$ cat config.mk
export PLATFORM = sky130hd
export DESIGN_NAME = simp_alu_74181
export DESIGN_NICKNAME = d
export VERILOG_FILES = /design/src/rtl/simp_alu_74181.sv
export SDC_FILE = /design/constraint.sdc
export NUM_CORES = 1
export LEC_CHECK = 0
export CORE_AREA = 5 5 42 44
export DETAILED_ROUTE_END_ITERATION = 12
export DIE_AREA = 0 0 47 49
export SLEW_MARGIN = 5
export SYNTH_ARGS = -nofsm -noshare
export SYNTH_HDL_FRONTEND = slang
export SYNTH_SLANG_ARGS = --single-unit
$ cat constraint.sdc
create_clock -name clk -period 0.8 [get_ports clk]
set_clock_uncertainty 0.2 [all_clocks]
set_input_delay 0.08 -clock clk [delete_from_list [all_inputs] [get_ports clk]]
set_output_delay 0.08 -clock clk [all_outputs]
set_load 0.01 [all_outputs]
$ cat src/rtl/simp_alu_74181.sv
// 4-bit carry-lookahead adder slice with group propagate/generate
// outputs for cascading, followed by one output register stage.
module simp_alu_74181 (
    input  logic       clk,
    input  logic       rst_n,
    input  logic [3:0] A,
    input  logic [3:0] B,
    input  logic       Cin,
    output logic [3:0] S,
    output logic       Cout,
    output logic       Pout,
    output logic       Gout
);

    logic [3:0] g;
    logic [3:0] p;
    logic [3:0] c;
    logic [3:0] sum_d;
    logic       pg_d;
    logic       gg_d;
    logic       co_d;

    assign g = A & B;
    assign p = A ^ B;

    // Every carry is a flat sum of products; no term depends on a lower carry
    assign c[0] = Cin;
    assign c[1] = g[0] | (p[0] & Cin);
    assign c[2] = g[1] | (p[1] & g[0]) | (p[1] & p[0] & Cin);
    assign c[3] = g[2] | (p[2] & g[1]) | (p[2] & p[1] & g[0])
                | (p[2] & p[1] & p[0] & Cin);

    assign sum_d = p ^ c;

    assign pg_d = &p;
    assign gg_d = g[3] | (p[3] & g[2]) | (p[3] & p[2] & g[1])
                | (p[3] & p[2] & p[1] & g[0]);
    assign co_d = gg_d | (pg_d & Cin);

    always_ff @(posedge clk or negedge rst_n) begin
        if (!rst_n) begin
            S    <= 4'h0;
            Cout <= 1'b0;
            Pout <= 1'b0;
            Gout <= 1'b0;
        end else begin
            S    <= sum_d;
            Cout <= co_d;
            Pout <= pg_d;
            Gout <= gg_d;
        end
    end

endmodule

==> run_results.csv <==
group,metric,value,unit
status,status,"finished with violations",
status,violations,"hold timing, setup timing",
place,place.gp.congestion,0.802,
setup_path,crit_end,"Gout",
power,vdd_ir_drop_max,0.000578,V
routing,wirelength,804,um
routing,ant_nets,0,
setup_path,worstPathArrival,0.74,ns
layout,nets,71,
layout,final_area,652,sq um
timing,fin_crit,1.02,ns
power,p_per_area,1670,nW/um^2
cts,cts_buffers,3,
global_routing,grt_first_pass_wirelength,1.27,mm
timing,hold_violations,10,
run,max_cap_viol_count,0,
synth,synth.yosys.warnings,0,
floorplanning,rows,14,
setup_path,required,0.52,ns
routing,drtPass1Iterations,3,
setup_path,worstPathCellList,"buf_2",
timing,rsz0062_at_grt,"yes",
cts,cts_sinks,7,
global_routing,gr-total-overflow,0,
setup_path,path_buf_inv,1,
setup_path,path_delay_family,"flip-flops",
synth,syn_area_per_cell,12.3,sq um
routing,drc_errors,0,
timing,tightest_slew,0.279,ns
global_routing,track_usage,8.19,%
layout,fillers,141,
timing,finalCritPeriodShare,127,%
layout,final_layout_size_suffix_gt1_share,68.5,%
synth,ys_types,14,
global_routing,grt_util_met1,7.29,%
global_routing,grt_busiest_layer,"met2",
layout,regArea,175,sq um
floorplanning,die-area,2300,sq um
setup_path,cp.depth,1,
layout,syn_to_final_growth,82.2,%
routing,via_per_inst,4.24,
place,port-buffer-count,17,
synth,syn_nets,45,
timing,slew_headroom,81.4,%
setup_path,crit_path_max_incr_delay,0.35,ns
routing,drt-initial-drc-count,3,
routing,num_vias,297,
power,leakage,0.316,nW
global_routing,antenna_found_initial,0,
synth,synth_area,358,sq um
timing,whs,-0.128,ns
setup_path,worstSetupEndpointType,"output pin",
setup_path,path_class,"flop to output pin",
global_routing,gr-usage-met2,12.4,%
routing,routedWlPerCell,11.5,um
layout,multi_input_area,236,sq um
global_routing,grt_max_degree,8,
setup_path,setup.worst_path.start,"Gout",
floorplanning,die_w,47,um
timing,maxSlewViolCount,0,
synth,ys_ff_latch,7,
worst_hold_path,hold_class,"primary input to asynchronous set/reset pin",
floorplanning,start_util,25.5,%
global_routing,grt_use_met3,0.738,%
floorplanning,die_h,49,um
cts,htreeDepth,1,
timing,timing.final.ws_setup,-0.218,ns
cts,cts_tree,"done",
cts,path_clk_slew,0.05,ns
cts,cts_max_path_buffers,2,
floorplanning,io_pins,18,
place,dp_hpwl,638,um
setup_path,crit_path_start_kind,"flop",
timing,max_freq,0.982,GHz
layout,antenna_cells,0,
setup_path,worst-path-max-fanout,1,
synth,seq_area_frac_synth,49.0,%
floorplanning,coreArea,1400,sq um
global_routing,first_global_vias,320,
setup_path,crit_path_top_delay_cell,"dfrtp_1",
place,placed_cell_area,632,sq um
timing,setup_viol,12,
cts,cts_root_buffer,"clkbuf_4",
synth,syn_inst,29,
==> per-layer routing <==
| metal | up-vias | routed length, um |
|---|---|---|
| met2 | 13 | 451 |
| met3 | 2 | 88 |
| met5 | - | 0 |
| met4 | 0 | 21 |
| met1 | 134 | 243 |
| li1 | 148 | - |
==> registers in the layout (all words and copies together) (netlist names) <==
name / flops
S: 4
Cout: 1
Gout: 1
Pout: 1
==> worst min path at each step <==
stage | to | cells after the start | slack [ns] | startpoint
2_1_floorplan | Cout | 0 | -0.42 | rst_n
3_3_place_gp | S[3] | 1 | 0.14 | rst_n
3_5_place_dp | S[0] | 1 | 0.14 | rst_n
4_1_cts | Gout | 1 | -0.12 | rst_n
5_1_grt | Gout | 1 | -0.09 | rst_n
6_report | Gout | 1 | -0.13 | rst_n
==> what timing repair did <==
item | CTS | global route
setup buffers | 1 | 1
gates resized for setup | 76 | 2
endpoints found under the setup margin | 14 | 12
pin swaps | 12 | 7
hold endpoints to repair | 11 | 10
==> stage by stage <==
step / setup TNS [ns] / setup WS, ns / util (%) / std cells / power, W
after global placement: -7.25 / -0.791 / 45.1 / 64 / 0.000798
after global routing: -2.14 / -0.249 / 46.5 / 70 / 0.00115
after CTS: -2.02 / -0.228 / 45.5 / 69 / 0.00109
after detailed placement: -7.41 / -0.818 / 45.1 / 64 / 0.000809
after floorplan: -1.12 / -0.218 / - / 29 / 0.000598
final: -1.82 / -0.218 / 46.5 / 70 / 0.00109
==> power breakdown <==
group	internal (W)	switching, W
Sequential	0.000407	0.0000103
Combinational	0.000198	0.000162
Clock	0.000190	0.000121
Total	0.000794	0.000294
==> area by class of cell <==
| class | instances | area share, % |
|---|---|---|
| inverters | 4 | 3.84 |
| flip-flops and latches | 7 | 26.9 |
| repair buffers | 21 | 25.9 |
| clock buffers | 4 | 4.03 |
| well taps | 16 | 3.07 |
| multi-input cells | 18 | 36.3 |
==> layout by cell type, fill, tap and decap left out <==
cell type        netlist  routed
ha_4                   0       4
xnor2_1                2       2
buf_2                  0      10
clkbuf_1               0       1
nand4_1                1       1
xor2_1                 1       1
a21oi_4                0       1
clkbuf_4               0       3
clkdlybuf4s15_2        0       1
and4_2                 1       1
buf_6                  0       4
a21oi_2                1       1
a21o_1                 3       3
nand3_2                1       2
dfrtp_1                7       7
inv_2                  0       2
buf_8                  0       2
inv_4                  0       1
fa_2                   0       1
clkdlybuf4s50_1        0       1
nand2_1                1       1
inv_8                  0       1
buf_4                  0       3
==> Yosys cell counts (all sizes together) <==
| library cell | instances | area (sq um) |
|---|---|---|
| a21oi | 2 | 13.8 |
| xor2 | 1 | 8.76 |
| nand4 | 1 | 6.26 |
| and4 | 1 | 10.0 |
| a21o | 3 | 22.5 |
| inv | 4 | 15.0 |
| dfrtp | 7 | 175 |
| nand2 | 1 | 3.75 |
| nand3 | 2 | 15.0 |
| fa | 1 | 20.0 |
| ha | 4 | 50.1 |
| xnor2 | 2 | 17.5 |
==> kinds of logic (layout without fill, tap and decap cells) <==
family                     after synthesis  count (layout)  share of synthesized area, %
buffers and inverters                    4              29                          4.19
AOI/OAI and AO/OA                        5               5                          10.1
xor gates and xnor gates                 3               3                          7.34
DFF                                      7               7                          49.0
and+or+nand+nor                          5               5                          9.79
adders and majority gates                5               5                          19.6
Power figures use the tool's default switching activity.
